File: src/rtl/exu_seq.sv
// exu_seq - single-issue execution-unit sequencer.
//
// Accepts one decoded op, issues it to one of NUM_FU variable-latency
// functional units over a valid/ready request channel, waits for that unit's
// response and presents the result in a back-pressurable output register,
// together with the op latency in cycles and a timeout error flag. Exactly one
// op is in flight at a time; a flush cancels it at any point.
//
// Ports:
//   clk, rst            clock, synchronous active-high reset
//   flush               cancel the in-flight op (wins over accept and retire)
//   in_valid/in_ready   issue handshake; in_fu/in_tag/in_a/in_b op fields
//   fu_req_valid        one-hot request to the selected unit
//   fu_req_ready        per-unit request accept
//   fu_req_a/fu_req_b   latched operands, broadcast to every unit
//   fu_resp_valid/fu_resp_data/fu_resp_redirect  per-unit response
//   out_valid/out_ready result handshake
//   out_data/out_redirect/out_tag/out_err/out_cycles  registered result
module exu_seq #(
  parameter int XLEN    = 64,
  parameter int NUM_FU  = 4,
  parameter int TAG_W   = 4,
  parameter int CNT_W   = 8,
  parameter int TIMEOUT = 64,
  parameter int FU_W    = (NUM_FU > 1) ? $clog2(NUM_FU) : 1
) (
  input  logic                   clk,
  input  logic                   rst,
  input  logic                   flush,
  input  logic                   in_valid,
  output logic                   in_ready,
  input  logic [FU_W-1:0]        in_fu,
  input  logic [TAG_W-1:0]       in_tag,
  input  logic [XLEN-1:0]        in_a,
  input  logic [XLEN-1:0]        in_b,
  output logic [NUM_FU-1:0]      fu_req_valid,
  input  logic [NUM_FU-1:0]      fu_req_ready,
  output logic [XLEN-1:0]        fu_req_a,
  output logic [XLEN-1:0]        fu_req_b,
  input  logic [NUM_FU-1:0]      fu_resp_valid,
  input  logic [NUM_FU*XLEN-1:0] fu_resp_data,
  input  logic [NUM_FU-1:0]      fu_resp_redirect,
  output logic                   out_valid,
  input  logic                   out_ready,
  output logic [XLEN-1:0]        out_data,
  output logic                   out_redirect,
  output logic [TAG_W-1:0]       out_tag,
  output logic                   out_err,
  output logic [CNT_W-1:0]       out_cycles
);

  localparam logic [2:0] S_IDLE  = 3'd0;
  localparam logic [2:0] S_REQ   = 3'd1;
  localparam logic [2:0] S_WAIT  = 3'd2;
  localparam logic [2:0] S_DONE  = 3'd3;
  localparam logic [2:0] S_DRAIN = 3'd4;

  localparam logic [CNT_W-1:0] CNT_MAX = '1;
  // The timeout can only fire if the saturating counter can actually reach
  // TIMEOUT-1; otherwise it is effectively disabled.
  localparam bit TO_EN = (TIMEOUT > 0) &&
                         ((longint'(TIMEOUT) - 1) <= longint'(CNT_MAX));
  localparam logic [CNT_W-1:0] TO_CNT = CNT_W'(TIMEOUT - 1);
  // Reported latency of a timed-out op, saturated to the counter width.
  localparam logic [CNT_W-1:0] TO_CYC =
      (longint'(TIMEOUT) >= longint'(CNT_MAX)) ? CNT_MAX : CNT_W'(TIMEOUT);

  logic [2:0]       state_reg, state_next;
  logic [FU_W-1:0]  fu_reg;
  logic [TAG_W-1:0] tag_reg;
  logic [XLEN-1:0]  a_reg, b_reg;
  logic [CNT_W-1:0] cnt_reg, cnt_inc;

  logic [XLEN-1:0]  resp_data_arr [NUM_FU];
  logic             sel_req_ready, sel_resp_valid, sel_redirect;
  logic [XLEN-1:0]  sel_data;
  logic             timeout_hit, accept;
  logic             load_in, load_ok, load_to;

  // Per-unit request decode and response unpacking.
  for (genvar gi = 0; gi < NUM_FU; gi++) begin : g_fu
    assign fu_req_valid[gi]  = (state_reg == S_REQ) && (fu_reg == FU_W'(gi));
    assign resp_data_arr[gi] = fu_resp_data[gi*XLEN +: XLEN];
  end

  assign sel_req_ready  = fu_req_ready[fu_reg];
  assign sel_resp_valid = fu_resp_valid[fu_reg];
  assign sel_redirect   = fu_resp_redirect[fu_reg];
  assign sel_data       = resp_data_arr[fu_reg];

  assign fu_req_a = a_reg;
  assign fu_req_b = b_reg;

  assign cnt_inc     = (cnt_reg == CNT_MAX) ? cnt_reg : cnt_reg + 1'b1;
  assign timeout_hit = TO_EN && (cnt_reg == TO_CNT);

  // in_ready is held low through reset so nothing is taken before IDLE is
  // established; in DONE a new op is taken only in the cycle the result retires.
  assign in_ready  = !rst && !flush &&
                     ((state_reg == S_IDLE) || ((state_reg == S_DONE) && out_ready));
  assign accept    = in_valid && in_ready;
  assign out_valid = (state_reg == S_DONE);

  always_comb begin
    state_next = state_reg;
    load_in    = 1'b0;
    load_ok    = 1'b0;
    load_to    = 1'b0;
    case (state_reg)
      S_IDLE: begin
        if (accept) begin
          load_in    = 1'b1;
          state_next = S_REQ;
        end
      end
      S_REQ: begin
        // A request accepted in the flush cycle will still produce a response,
        // which DRAIN has to absorb.
        if (flush)              state_next = sel_req_ready ? S_DRAIN : S_IDLE;
        else if (sel_req_ready) state_next = S_WAIT;
        else if (timeout_hit) begin
          load_to    = 1'b1;
          state_next = S_DONE;
        end
      end
      S_WAIT: begin
        if (flush)               state_next = sel_resp_valid ? S_IDLE : S_DRAIN;
        else if (sel_resp_valid) begin
          load_ok    = 1'b1;
          state_next = S_DONE;
        end else if (timeout_hit) begin
          load_to    = 1'b1;
          state_next = S_DONE;
        end
      end
      S_DONE: begin
        if (flush) state_next = S_IDLE;
        else if (out_ready) begin
          if (accept) begin
            load_in    = 1'b1;
            state_next = S_REQ;
          end else begin
            state_next = S_IDLE;
          end
        end
      end
      S_DRAIN: begin
        if (sel_resp_valid || timeout_hit) state_next = S_IDLE;
      end
      default: state_next = S_IDLE;
    endcase
  end

  always_ff @(posedge clk) begin
    if (rst) begin
      state_reg    <= S_IDLE;
      fu_reg       <= '0;
      tag_reg      <= '0;
      a_reg        <= '0;
      b_reg        <= '0;
      cnt_reg      <= '0;
      out_data     <= '0;
      out_redirect <= 1'b0;
      out_tag      <= '0;
      out_err      <= 1'b0;
      out_cycles   <= '0;
    end else begin
      state_reg <= state_next;

      if (load_in) begin
        fu_reg  <= in_fu;
        tag_reg <= in_tag;
        a_reg   <= in_a;
        b_reg   <= in_b;
      end

      // The counter keeps running in DRAIN so a unit that never answers
      // still lets the sequencer return to IDLE.
      if (load_in)
        cnt_reg <= '0;
      else if ((state_reg == S_REQ) || (state_reg == S_WAIT) || (state_reg == S_DRAIN))
        cnt_reg <= cnt_inc;

      if (load_ok) begin
        out_data     <= sel_data;
        out_redirect <= sel_redirect;
        out_tag      <= tag_reg;
        out_err      <= 1'b0;
        out_cycles   <= cnt_inc;
      end else if (load_to) begin
        out_data     <= '0;
        out_redirect <= 1'b0;
        out_tag      <= tag_reg;
        out_err      <= 1'b1;
        out_cycles   <= TO_CYC;
      end
    end
  end

endmodule

File: config.mk
export PLATFORM = sky130hd
export DESIGN_NAME = exu_seq
export DESIGN_NICKNAME = d
export VERILOG_FILES = /design/src/rtl/exu_seq.sv
export SDC_FILE = /design/constraint.sdc
export NUM_CORES = 1
export LEC_CHECK = 0
export ABC_AREA = 1
export CORE_AREA = 2 2 240 242
export DETAILED_ROUTE_END_ITERATION = 10
export DIE_AREA = 0 0 242 244
export GPL_ROUTABILITY_DRIVEN = 0
export PLACE_DENSITY = 0.49
export SYNTH_ARGS = -nofsm -noshare
export SYNTH_HDL_FRONTEND = slang
export SYNTH_SLANG_ARGS = --single-unit
File: constraint.sdc
create_clock -name clk -period 2 [get_ports clk]
set_input_delay 0.2 -clock clk [delete_from_list [all_inputs] [get_ports clk]]
set_output_delay 0.2 -clock clk [all_outputs]
set_load 0.1 [all_outputs]
* Word level (Yosys, flattened, before mapping)
Cells that the tools add are included.
** Word-level totals
- Bits in registers :: 223
- Bits of input ports :: 407
- Output and inout bits :: 212
- Logic and storage cells :: 91
** Operators by class
- Add/subtract/negate cells :: 1
- $lt $le $gt $ge :: 2
- Equality and inequality tests :: 12
- Mux-type cells :: 44
- Bitwise logic cells :: 1
- Reductions and logical operators :: 20
** Operators with widths (number)
- 64-bit 2-to-1 mux :: 4
- 64-bit binary-select mux with 2-bit select :: 1
- 3-bit 2-to-1 mux :: 11
- 8-bit 2-to-1 mux :: 3
- 1-bit 2-to-1 mux :: 17
- 3-bit case mux with 5 select lines :: 1
- 8-bit by 1-bit adder with 8-bit output, second input constant :: 1
- 8-bit by 6-bit equality test with 1-bit output, second input constant :: 1
- 8-bit equality test, second input constant :: 1
- 1-bit logical AND :: 8
- 4-bit 2-to-1 mux :: 2
- 1-bit binary-select mux with 2-bit select :: 3
- 3-bit by 2-bit equality test with 1-bit output, second input constant :: 2
- 2-bit equality test, second input constant :: 2
- 1-bit logical OR :: 4
- 2-bit inequality test, second input constant :: 2
- 1-bit case mux with 2 select lines :: 2
- 2-bit OR reduction :: 2
- 3-bit by 1-bit equality test with 1-bit output, second input constant :: 1
- 3-bit equality test, second input constant :: 1
- 3-bit greater-or-equal comparator, second input constant :: 1
- 3-bit logical NOT :: 1
- 2-bit by 3-bit less-than comparator with 1-bit output, second input constant :: 1
- 3-bit by 2-bit inequality test with 1-bit output, second input constant :: 1
- other kinds (6) :: 7

* Logic depth before layout (Yosys ltp)
- Depth after elaboration :: 10
- Depth in mapped cells :: 14

* Worst setup path before layout
OpenSTA, ideal clock, no wires.
- Path type :: reg-to-output
- Start point :: register fu_reg[0]
- End point :: output port fu_req_valid[1]
- Data arrival time :: 2.927 ns
- Data required time :: 1.800 ns
- Path slack :: -1.127 ns
- Cell stages (with the launch flop) :: 6
- Path through :: dfxtp_1 -> inv_2 -> buf_4 -> clkbuf_1 -> buf_2 -> nor3_1
** Between the ends
- Word-level cells in the longest chain between the ends :: 2
** RTL lines
- start, declared :: line 69 : logic [FU_W-1:0] fu_reg;
- start signal, assigned :: line 171 : fu_reg <= in_fu;
- 2-bit by 1-bit equality test with 1-bit output :: line 82 : assign fu_req_valid[gi] = (state_reg == S_REQ) && (fu_reg == FU_W'(gi));
- 1-bit logical AND :: line 82
- end, declared :: line 36 : output logic [NUM_FU-1:0] fu_req_valid,
No other way between the ends.

* Worst setup path in the final report
- Start point :: register state_reg[0]
- End point :: output port fu_req_valid[1]
** Between the ends
- Word-level cells in the longest chain between the ends :: 2
** RTL lines
- start, declared :: line 68 : logic [2:0] state_reg, state_next;
- start signal, assigned :: line 168 : state_reg <= state_next;
- 3-bit by 1-bit equality test with 1-bit output :: line 82
- 1-bit logical AND :: line 82
No other way between the ends.

==> results_dict.tcl <==
set metrics [dict create \
    status "completed" \
    tns_ns 0 \
    cts_tree "yes" \
    critPathMostFrequentCell "nor3_4" \
    io_buffers 618 \
    startpoint_type "flop" \
    instances_no_fill 2883 \
    first_pass_iters 4 \
    setup-violations-final 0 \
    die_h_um 244 \
    viasPerCell 4.54 \
    endpoint_kind "output port" \
    syn-num-nets 1941 \
    num_io_pins 619 \
    vias 13100 \
    drt-met1-wl_um 22700 \
    worst_pin_slew_ns 0.651 \
    fp.dieW_um 242 \
    finalMaxSlewViolations 0 \
    grt_max_degree 129 \
    cts_buffers 28 \
    p_per_area_mw_per_mm2 688 \
    crit_type "reg2out" \
    worstPathArrival_ns 1.76 \
    ant_nets 0 \
    root_buffer "clkbuf_16" \
    grt.overflow.total 0 \
    grt_usage_pct 17.4 \
    leakagePower_nw 7.20 \
    cts_sinks 223 \
    synth_compound_area_share_pct 20.8 \
    ys_ff_latch 223 \
    synthMuxAreaShare_pct 0 \
    ys_seq_area_share_pct 42.8 \
    layout.nets 2518 \
    maxCapViolations 0 \
    synth_xor_area_share_pct 0.168 \
    dieArea_mm2 0.0590 \
    slew_headroom_pct 56.6 \
    rsz0062_at_grt "yes" \
    drt-wirelength-per-cell_um 19.3 \
    grt_pass1_vias 13100 \
    grt_pass1_wl_um 81300 \
    syn_to_final_growth_pct 76.7 \
    required_ns 1.80 \
    drt_iter0_drc 653 \
    fmax_mhz 511 \
    clockBufferDepth 3 \
    dp.cells 2822 \
    synth_fa_ha_area_share_pct 0.120 \
    synth_top_family_by_area "simple AND/OR/NAND/NOR gates" \
    ys_warn_count 0 \
    hold_path.class "in2reg" \
    fin_worst_skew_ns 0.0179 \
    dr_wl_met3_um 4840 \
    slowest_stage "dfxtp_4" \
    wl_um 55600 \
    wl_met2_um 26700 \
    cp_max_fo 5 \
    worst_skew_pair.late_latency_ns 0.57 \
    hold_buffers 0 \
    clk_pin_slew_ns 0.06 \
    cts_max_level 1 \
    row_count 87 \
    min_period_over_period_pct 97.9 \
    core_area_mm2 0.0562 \
    highest_layer "met4" \
    antenna_found_initial 0 \
    netlist_instances 1533 \
    hold_viol_final 0 \
    post-dp-hpwl_um 39400 \
    drc 0 \
    layout-drive-gt1-share_pct 17.1 \
    cp_slowest_stage_delay_ns 0.37 \
    synth-simple-area-share_pct 28.7 \
    finalCriticalPeriod_ns 1.96 \
    synth_area_per_cell_um2 6.81 \
    synth_cell_types 28 \
    syn-cell-area_mm2 0.0104 \
    diodes 0 \
    start_util_pct 18.6 \
    irDropWorstVdd_mv 0.602 \
    fillers 6057 \
    crit_chain "inv_1 -> nor3_4 -> inv_4 -> nor3_4 -> buf_12" \
]
## cell families (layout without fill, tap and decap cells)
group,Yosys count,count (layout)
XOR/XNOR,2,2
buffers and inverters,166,760
flip-flops,223,223
adder cells (fa/ha/maj),1,1
AO/OA/AOI/OAI,430,430
AND/OR/NAND/NOR,711,711
## stage by stage
step | setup slack [ns] | hold WS, ns | area, µm² | util, % | total power [mW]
4_1_cts | -0.00458 | 0.0262 | 18200 | 32.5 | 12.9
6_report | 0.0429 | 0.0582 | 18400 | 32.8 | 12.7
3_5_place_dp | 0.0155 | 0.453 | 17100 | 30.5 | 7.38
3_3_place_gp | 0.00106 | 0.449 | 17100 | 30.5 | 7.38
2_1_floorplan | 0.147 | 0.364 | 10500 | - | 6.09
5_1_grt | -0.0368 | 0.0504 | 18400 | 32.8 | 13.2
## routing by layer
metal	global-route usage, %	vias up
li1	-	6315
met3	5.15	77
met4	4.58	0
met2	30.0	555
met5	0	-
met1	21.1	6138
## timing repair
action,4_1_cts,5_1_grt
buffers inserted,4,4
gates resized for setup,13,20
hold endpoints to repair,0,0
pin swaps,0,2
endpoints found under the setup margin,5,88
cloned,3,5
## worst paths after layout
check                from         endpoint  slack, ns  depth (start not counted)
max reg2reg    cnt_reg[0]     out_data[55]       0.13                          9
min                   rst     state_reg[0]       0.06                          6
min reg2reg  fu_req_b[37]     fu_req_b[37]       0.46                          2
max          state_reg[0]  fu_req_valid[1]       0.04                          5
## cells in the final DEF, fill, tap and decap left out, types with 5 or more instances in the layout
master           Yosys  final
nand3_1            217    215
buf_4               23    249
o21ai_0             73     72
nand2_1            455    451
clkdlybuf4s50_1      0    404
inv_1               20     19
nor2_1              19     15
clkbuf_16            0     32
dfxtp_1            223    217
buf_16               0      5
a21oi_1            349    349
nand2_2              4      6
clkbuf_8             0      5
buf_12               0     19
## synthesized netlist by cell type (all sizes together)
| master | count | area, µm² |
|---|---|---|
| buf | 69 | 415 |
| inv | 26 | 97.6 |
| nor3 | 9 | 50.1 |
| nor2 | 21 | 97.6 |
| clkbuf | 70 | 263 |
| a21oi | 349 | 1750 |
| dfxtp | 223 | 4460 |
| nand2 | 459 | 1730 |
| o31ai | 1 | 7.51 |
| o21ai | 76 | 380 |
| nand4 | 3 | 18.8 |
| a41oi | 1 | 8.76 |
| clkinv | 1 | 3.75 |
| xor2 | 2 | 17.5 |
| o21a | 1 | 7.51 |
| or2 | 2 | 12.5 |
| nand3 | 217 | 1090 |
| a211oi | 2 | 15.0 |
| ha | 1 | 12.5 |
## report_power, final
group	internal, mW	total, mW	switching (mW)
clock	3.25	5.32	2.07
combinational	1.18	2.74	1.56
sequential	4.55	4.62	0.0760
## cell type report
type / instances / area, µm² / area share (%)
inverters: 27 / 111 / 0.604
flip-flops and latches: 223 / 4480 / 24.3
clock buffers: 37 / 785 / 4.25
multi-input cells: 1144 / 5300 / 28.7
well taps: 756 / 946 / 5.13
clock inverters: 10 / 169 / 0.916
repair buffers: 686 / 6650 / 36.1
## critical path, delay by kind of cell (launching register included)
family / cells / cell delay [ns]
and+or+nand+nor: 2 / 0.41
buffers and inverters: 3 / 0.41
DFF: 1 / 0.37
(Power assumes the default switching activity.)
